===== config.mk =====
export PLATFORM = sky130hd
export DESIGN_NAME = des_sbox_sequencer_flat
export DESIGN_NICKNAME = d
export VERILOG_FILES = /design/src/rtl/des_sbox_sequencer_if.sv /design/src/rtl/des_sbox_sequencer.sv /design/src/flat_wrapper.sv
export SDC_FILE = /design/constraint.sdc
export NUM_CORES = 1
export LEC_CHECK = 0
export CAP_MARGIN = 40
export CORE_MARGIN = 2
export CORE_UTILIZATION = 56
export CTS_CLUSTER_DIAMETER = 200
export DETAILED_ROUTE_END_ITERATION = 10
export MAX_ROUTING_LAYER = met4
export PLACE_DENSITY_LB_ADDON = 0.1
export SLEW_MARGIN = 15
export SYNTH_ARGS = -nofsm -noshare
export SYNTH_HDL_FRONTEND = slang
export SYNTH_SLANG_ARGS = --single-unit
export TNS_END_PERCENT = 1

===== constraint.sdc =====
create_clock -name clk -period 5.42 [get_ports clk]
set_input_delay 1.355 -clock clk [delete_from_list [all_inputs] [get_ports clk]]
set_output_delay 1.355 -clock clk [all_outputs]
set_load 0.01 [all_outputs]

===== src/rtl/des_sbox_sequencer_if.sv =====
// Bus bundle for des_sbox_sequencer.
//   in_*   : upstream 48-bit word handshake (valid/ready)
//   sbox_* : shared combinational S-box lookup port (sel/addr out, data back)
//   out_*  : downstream 32-bit result handshake (valid/ready)
// slave  : the sequencer's view; master : the surrounding datapath's view.
interface des_sbox_sequencer_if;
  logic        in_valid;
  logic        in_ready;
  logic [47:0] in_data;
  logic [2:0]  sbox_sel;
  logic [5:0]  sbox_addr;
  logic [3:0]  sbox_data;
  logic        out_valid;
  logic        out_ready;
  logic [31:0] out_data;

  modport slave (
    input  in_valid, in_data, sbox_data, out_ready,
    output in_ready, sbox_sel, sbox_addr, out_valid, out_data
  );

  modport master (
    output in_valid, in_data, sbox_data, out_ready,
    input  in_ready, sbox_sel, sbox_addr, out_valid, out_data
  );
endinterface


===== src/rtl/des_sbox_sequencer.sv =====
// des_sbox_sequencer
// Walks one shared DES S-box lookup port across the eight S-box positions of
// the f-function substitution stage. A 48-bit key-mixed word is accepted,
// presented as eight 6-bit chunks (S1 first) over eight cycles, and the
// returned nibbles are assembled into a 32-bit result (S1 in [31:28]).
// Ports:
//   clk     : rising-edge clock
//   reset_n : asynchronous active-low reset
//   flush   : synchronous abort back to IDLE, highest priority
//   bus     : slave side of des_sbox_sequencer_if (in/sbox/out handshakes)
//   busy    : high while in LOOKUP or DONE
module des_sbox_sequencer (
  input  logic                        clk,
  input  logic                        reset_n,
  input  logic                        flush,
  des_sbox_sequencer_if.slave         bus,
  output logic                        busy
);

  typedef enum logic [1:0] {
    IDLE   = 2'd0,
    LOOKUP = 2'd1,
    DONE   = 2'd2
  } state_e;

  state_e      state_q, state_d;
  logic [47:0] hold_q, hold_d;
  logic [2:0]  idx_q, idx_d;
  logic [31:0] result_q, result_d;

  logic        in_ready;
  logic        out_valid;
  logic [2:0]  sbox_sel;
  logic [5:0]  sbox_addr;
  logic        accept;
  logic [5:0]  chunk_lsb;
  logic [4:0]  nib_lsb;

  always_ff @(posedge clk or negedge reset_n) begin
    if (!reset_n) begin
      state_q  <= IDLE;
      hold_q   <= '0;
      idx_q    <= '0;
      result_q <= '0;
    end else begin
      state_q  <= state_d;
      hold_q   <= hold_d;
      idx_q    <= idx_d;
      result_q <= result_d;
    end
  end

  always_comb begin
    state_d   = state_q;
    hold_d    = hold_q;
    idx_d     = idx_q;
    result_d  = result_q;
    in_ready  = 1'b0;
    out_valid = 1'b0;
    sbox_sel  = '0;
    sbox_addr = '0;
    accept    = 1'b0;
    // S(idx+1) chunk sits at hold[47-6*idx -: 6]; its nibble at result[31-4*idx -: 4]
    chunk_lsb = 6'd42 - ({3'b000, idx_q} * 6'd6);
    nib_lsb   = 5'd28 - {idx_q, 2'b00};

    case (state_q)
      IDLE: begin
        in_ready = !flush;
      end
      LOOKUP: begin
        sbox_sel  = idx_q;
        sbox_addr = hold_q[chunk_lsb +: 6];
        result_d[nib_lsb +: 4] = bus.sbox_data;
        if (idx_q == 3'd7) begin
          state_d = DONE;
        end else begin
          idx_d = idx_q + 3'd1;
        end
      end
      DONE: begin
        out_valid = 1'b1;
        // never advertise ready into DONE unless the result leaves this edge
        in_ready  = bus.out_ready && !flush;
        if (bus.out_ready) begin
          state_d = IDLE;
        end
      end
      default: begin
        state_d = IDLE;
      end
    endcase

    accept = bus.in_valid && in_ready;
    if (accept) begin
      hold_d   = bus.in_data;
      idx_d    = '0;
      result_d = '0;
      state_d  = LOOKUP;
    end

    if (flush) begin
      state_d  = IDLE;
      idx_d    = '0;
      result_d = '0;
    end
  end

  assign bus.in_ready  = in_ready;
  assign bus.out_valid = out_valid;
  assign bus.out_data  = result_q;
  assign bus.sbox_sel  = sbox_sel;
  assign bus.sbox_addr = sbox_addr;
  assign busy          = (state_q == LOOKUP) || (state_q == DONE);

endmodule

===== src/flat_wrapper.sv =====
// flat-port wrapper written by rule: the top's interface ports become plain ports
module des_sbox_sequencer_flat 
  (clk, reset_n, flush, busy, bus_in_valid, bus_in_data, bus_sbox_data, bus_out_ready, bus_in_ready, bus_sbox_sel, bus_sbox_addr, bus_out_valid, bus_out_data);
  des_sbox_sequencer_if bus_i ();
  input  logic clk;
  input  logic reset_n;
  input  logic flush;
  output logic busy;
  input wire logic [$bits(bus_i.in_valid)-1:0] bus_in_valid;
  input wire logic [$bits(bus_i.in_data)-1:0] bus_in_data;
  input wire logic [$bits(bus_i.sbox_data)-1:0] bus_sbox_data;
  input wire logic [$bits(bus_i.out_ready)-1:0] bus_out_ready;
  output wire logic [$bits(bus_i.in_ready)-1:0] bus_in_ready;
  output wire logic [$bits(bus_i.sbox_sel)-1:0] bus_sbox_sel;
  output wire logic [$bits(bus_i.sbox_addr)-1:0] bus_sbox_addr;
  output wire logic [$bits(bus_i.out_valid)-1:0] bus_out_valid;
  output wire logic [$bits(bus_i.out_data)-1:0] bus_out_data;
  assign bus_i.in_valid = bus_in_valid;
  assign bus_i.in_data = bus_in_data;
  assign bus_i.sbox_data = bus_sbox_data;
  assign bus_i.out_ready = bus_out_ready;
  assign bus_in_ready = bus_i.in_ready;
  assign bus_sbox_sel = bus_i.sbox_sel;
  assign bus_sbox_addr = bus_i.sbox_addr;
  assign bus_out_valid = bus_i.out_valid;
  assign bus_out_data = bus_i.out_data;
  des_sbox_sequencer u_core (.clk(clk), .reset_n(reset_n), .flush(flush), .bus(bus_i), .busy(busy));
endmodule

# Word level (Yosys, flattened, before mapping)
# Index checks and enable logic that the tools add are counted.
op_classes:
  add_sub_neg: 4
  eq_ne: 7
  shift: 3
  n_mul: 1
  muxes: 17
  reduce_logical: 8
op_table:
  columns: ["operator", "n"]
  rows:
  - ["two-way mux 32 bit", 3]
  - ["variable part select 48 x 7 -> 6 bit", 1]
  - ["bitwise mux 32 bit", 1]
  - ["variable shift 4 x 7 -> 32 bit, first input constant", 1]
  - ["variable part select 4 x 7 -> 32 bit", 1]
  - ["two-way mux 3 bit", 5]
  - ["two-way mux 2 bit", 4]
  - ["negator 5 -> 7 bit", 1]
  - ["two-way mux 6 bit", 1]
  - ["inequality test 3 x 2 -> 1 bit, second input constant", 2]
  - ["one-hot mux 2 bit (3 select lines)", 1]
  - ["subtractor 6 bit, first input constant", 1]
  - ["multiplier 3 x 2 -> 5 bit, second input constant", 1]
  - ["subtractor 5 bit, first input constant", 1]
  - ["inequality test 4 x 2 -> 1 bit, second input constant", 1]
  - ["inequality test 4 x 3 -> 1 bit, second input constant", 1]
  - ["adder 3 x 1 -> 3 bit, second input constant", 1]
  - ["equality test 3 bit, second input constant", 1]
  - ["AND reduction 3 bit", 1]
  - ["nonzero test 3 bit", 1]
  - ["equality test 2 x 1 -> 1 bit, second input constant", 1]
  - ["equality test 2 bit, second input constant", 1]
  - ["logical AND 1 bit", 2]
  - ["logical NOT 2 bit", 1]
  - ["other kinds (5)", 5]
totals:
  elab_cells: 44
  regBits: 85
  output_inout_bits: 44
  in_bits: 57

# Depth between registers and ports, before layout
logic_depth:
  word_depth: 7
  mapped_depth: 12
  depth_no_buf: 7

# Least setup slack after synthesis
# No wires, ideal clock.
synth_path:
  path_kind: "register -> output"
  from: "register u_core.idx_q[0]"
  to: "output bus_sbox_addr[4]"
  slack_ns: 1.346
  arrival_time_ns: 2.719
  path_buffers: 5
  stages_incl_launch_ff: 13
  t_required_ns: 4.065
  path_cell_list: "dfrtp_1 > buf_4 > clkinv_4 > ha_1 > ha_1 > buf_6 > buf_12 > buf_2 > buf_2 > inv_1 > a211oi_1 > nor4_1 > o311a_1"
synth_via:
  elab_chain_len: 4
synth_lines:
  columns: ["element", "line", "source"]
  rows:
  - ["start, declared", "des_sbox_sequencer.sv:28", "logic [2:0] idx_q, idx_d;"]
  - ["start signal, assigned", "des_sbox_sequencer.sv:48", "idx_q <= idx_d;"]
  - ["multiplier 3 x 2 -> 5 bit", "des_sbox_sequencer.sv:64", "chunk_lsb = 6'd42 - ({3'b000, idx_q} * 6'd6);"]
  - ["subtractor 6 bit", "des_sbox_sequencer.sv:64", null]
  - ["variable part select 48 x 7 -> 6 bit", "des_sbox_sequencer.sv:73", "sbox_addr = hold_q[chunk_lsb +: 6];"]
  - ["two-way mux 6 bit", "des_sbox_sequencer.sv:67", "case (state_q)"]
  - ["end, declared", "flat_wrapper.sv:15", "output wire logic [$bits(bus_i.sbox_addr)-1:0] bus_sbox_addr;"]
# Every way passes these cells.

# Final worst setup path
layout_path:
  from: "register u_core.idx_q[1]"
  to: "output bus_sbox_addr[0]"
# Same word-level chain as after synthesis.

==> insert_results.sql <==
INSERT INTO impl_metrics (metric_group, metric, value, unit) VALUES
('setup_path', 'crit_path_cell_trace', 'ha_1, fa_1, ha_1, buf_4, mux4_2, mux4_2, clkinv_1, o21ai_1, clkdlybuf4s50_1', ''),
('hold_path', 'min_path_type', 'reg2reg', ''),
('setup_path', 'cp-start-kind', 'register', ''),
('power_and_ir_drop', 'power.ir.vdd_worst', '179', 'uV'),
('setup_path', 'timing_worst_setup_path_type', 'reg2out', ''),
('timing', 'f_max', '194', 'MHz'),
('global_route', 'antenna_found_initial', '0', ''),
('power_and_ir_drop', 'cellInternalPower', '1.24', 'mW'),
('synthesis', 'async_flop_share', '100', '%'),
('die', 'die_w', '98.2', 'microns'),
('die', 'starting_utilization_of_the_core_area', '57.3', '%'),
('synthesis', 'post_synth_inst_count', '403', ''),
('synthesis', 'mappedNetlistNets', '474', ''),
('clock_tree', 'cts.path.max_buffers', '2', ''),
('synthesis', 'synth_cell_type_count', '56', ''),
('clock_tree', 'cts_inserted_buffers', '9', ''),
('cells_and_area', 'final_nets', '570', ''),
('die', 'boundaryPins', '101', ''),
('cells_and_area', 'drive_above_1_share', '23.4', '%'),
('setup_path', 'worstPathArrival', '3.81', 'ns'),
('clock_tree', 'tritoncts_clock_tree', 'built', ''),
('setup_path', 'critical_path_buf_inv_count', '3', ''),
('cells_and_area', 'num_antenna_cells', '0', ''),
('setup_path', 'worst_setup_path_end_kind', 'output pin', ''),
('power_and_ir_drop', 'netSwitchingPower', '0.527', 'mW'),
('global_route', 'global_route.overflow_total', '0', ''),
('setup_path', 'critical_path.max_fanout', '23', ''),
('routing', 'drt-total-wl', '10700', 'microns'),
('placement', 'portBuffers', '100', ''),
('timing', 'final-max-slew-violation-count', '0', ''),
('synthesis', 'post-synth-top-area-cell', 'dfrtp_1', ''),
('power_and_ir_drop', 'share_of_power_burned_in_the_clock_network', '26.9', '%'),
('clock_tree', 'quantity_of_gates_resized_following_cts', '0', ''),
('synthesis', 'synth-seq-cells', '85', ''),
('die', 'row_count', '34', ''),
('routing', 'detailedRoute.firstIterationViolations', '132', ''),
('routing', 'routed_via_density', '5.80', ''),
('clock_tree', 'clock-root-buffer', 'clkbuf_8', ''),
('timing', 'whs', '0.524', 'ns'),
('synthesis', 'yosys_warnings', '0', ''),
('clock_tree', 'insertion_delay', '0.37', 'ns'),
('timing', 'setup_repair_after_global_routing_missed_its_margin', 'false', ''),
('timing', 'setup_ws', '0.259', 'ns'),
('placement', 'dp_hpwl', '7710', 'microns'),
('cells_and_area', 'number_of_filler_instances_in_the_final_layout', '598', ''),
('global_route', 'grt_pass1_wl', '18300', 'microns'),
('clock_tree', 'clock_pin_slew_reported_for_the_worst_setup_and_hold_paths_after_clock_tree_synthesis', '0.09', 'ns'),
('setup_path', 'kind_of_cell_with_the_highest_combined_delay_on_the_critical_path', 'adder cells', ''),
('global_route', 'grt_start_max_net_pins', '50', ''),
('cells_and_area', 'area_delta_synth_final', '25.2', '%'),
('synthesis', 'yosys-top-cells-count', 'dfrtp_1, mux2_2, mux2i_1', ''),
('routing', 'detail_route.drc_violations', '0', ''),
('global_route', 'first_global_vias', '3737', ''),
('synthesis', 'synth_enable_flop_cells', '0', ''),
('power_and_ir_drop', 'p_sw_share', '29.8', '%'),
('routing', 'routedWlPerCell', '17.5', 'microns'),
('synthesis', 'synth_ff_type', 'dfrtp_1', ''),
('power_and_ir_drop', 'combPwrFrac', '27.7', '%'),
('timing', 'slew_headroom', '60.0', '%'),
('routing', 'drt_pass1_iterations', '4', ''),
('clock_tree', 'htree_levels', '3', ''),
('placement', 'pre_cts_ws', '0.657', 'ns'),
('outcome', 'status', 'finished, final reports clean', ''),
('clock_tree', 'numClockSinks', '85', ''),
('synthesis', 'ys_seq_area_share', '42.8', '%'),
('die', 'coreArea', '8680', 'sq um'),
('synthesis', 'synth_top_cell_area_share', '42.8', '%'),
('power_and_ir_drop', 'cellPowerDensity', '285', 'nW/um^2'),
('routing', 'ant_nets', '0', ''),
('power_and_ir_drop', 'leakagePower', '2.66', 'nW'),
('synthesis', 'synth_area_per_cell', '12.3', 'sq um');
==> registers in the layout, indices dropped and copies added, names as in the netlist <==
name	count
u_core.bus.out_data	32
u_core.hold_q	48
u_core.idx_q	3
u_core.state_q	2
==> through the flow <==
stage / power [mW] / utilization [%] / std cells
3_5_place_dp: 1.30 / 69.3 / 596
5_1_grt: 1.86 / 71.7 / 612
4_1_cts: 1.78 / 71.7 / 612
2_1_floorplan: 1.15 / - / 403
6_report: 1.77 / 71.7 / 612
3_3_place_gp: 1.29 / 69.3 / 596
==> cell usage in the layout, fill, tap and decap left out, drive strengths merged, types with 5 or more instances in the layout <==
cell           netlist  layout
clkdlybuf4s50        0      99
dfrtp               85      85
mux2                67      67
mux2i               42      42
nor2                38      38
mux4                20      20
nand2               14      14
ha                  13      13
nand3               12      12
clkbuf              11      10
buf                 13      10
inv                  7      10
a21oi                9       9
o21ai                8       8
and2                 7       7
and3                 5       5
o2111ai              5       5
==> power by group through the flow <==
| stage | registers, mW | clock network [mW] | logic (mW) |
|---|---|---|---|
| 6_report | 0.804 | 0.476 | 0.491 |
| 5_1_grt | 0.817 | 0.510 | 0.536 |
| 4_1_cts | 0.804 | 0.483 | 0.495 |
| 3_5_place_dp | 0.816 | 0 | 0.489 |
| 3_3_place_gp | 0.814 | 0 | 0.477 |
| 2_1_floorplan | 0.782 | 0 | 0.367 |
==> worst reg2reg max path, cell delays in order (launching register included) <==
cell and delay (ns):
dfrtp_2 0.41, buf_4 0.48, ha_1 0.31, nand2_1 0.29
nor3_2 0.51, mux2i_1 0.24, nor2_1 0.05
==> worst paths after layout <==
path / from / endpoint / slack (ns) / cells past startpoint
min: u_core.hold_q[31] / u_core.hold_q[31] / 0.52 / 1
min reg2reg: u_core.hold_q[31] / u_core.hold_q[31] / 0.52 / 1
max: u_core.idx_q[1] / bus_sbox_addr[0] / 0.26 / 9
max in group asynchronous: reset_n / u_core.hold_q[32] / 3.47 / 2
min in group asynchronous: reset_n / u_core.bus.out_data[28] / 0.94 / 1
max reg2reg: u_core.idx_q[0] / u_core.bus.out_data[2] / 3.00 / 6
==> cells by family after synthesis <==
kind of cell | Yosys count | synth area share [%]
multiplexers | 129 | 32.8
buffers and inverters | 34 | 4.23
AND/OR/NAND/NOR | 94 | 9.49
AO/OA/AOI/OAI | 41 | 5.64
adder cells (fa/ha/maj) | 14 | 3.68
flip-flops | 85 | 42.8
XOR/XNOR | 6 | 1.36
==> area by class of cell <==
type | count | area (sq um) | area share, %
clock inverters | 6 | 68.8 | 1.11
clock buffers | 10 | 138 | 2.21
multi-input cells | 284 | 2640 | 42.5
inverters | 10 | 42.5 | 0.684
repair buffers | 109 | 1070 | 17.1
well taps | 108 | 135 | 2.17
flip-flops and latches | 85 | 2130 | 34.2
==> routing by layer <==
| metal | vias up | part of all wire [%] | track usage [%] |
|---|---|---|---|
| li1 | 1676 | - | - |
| met1 | 1751 | 44 | 30.6 |
| met2 | 102 | 50 | 40.5 |
| met3 | 18 | 4.1 | 3.29 |
| met4 | 0 | 1.6 | 7.80 |
| met5 | - | 0 | - |
No activity file was read; power rests on OpenSTA's default activity.
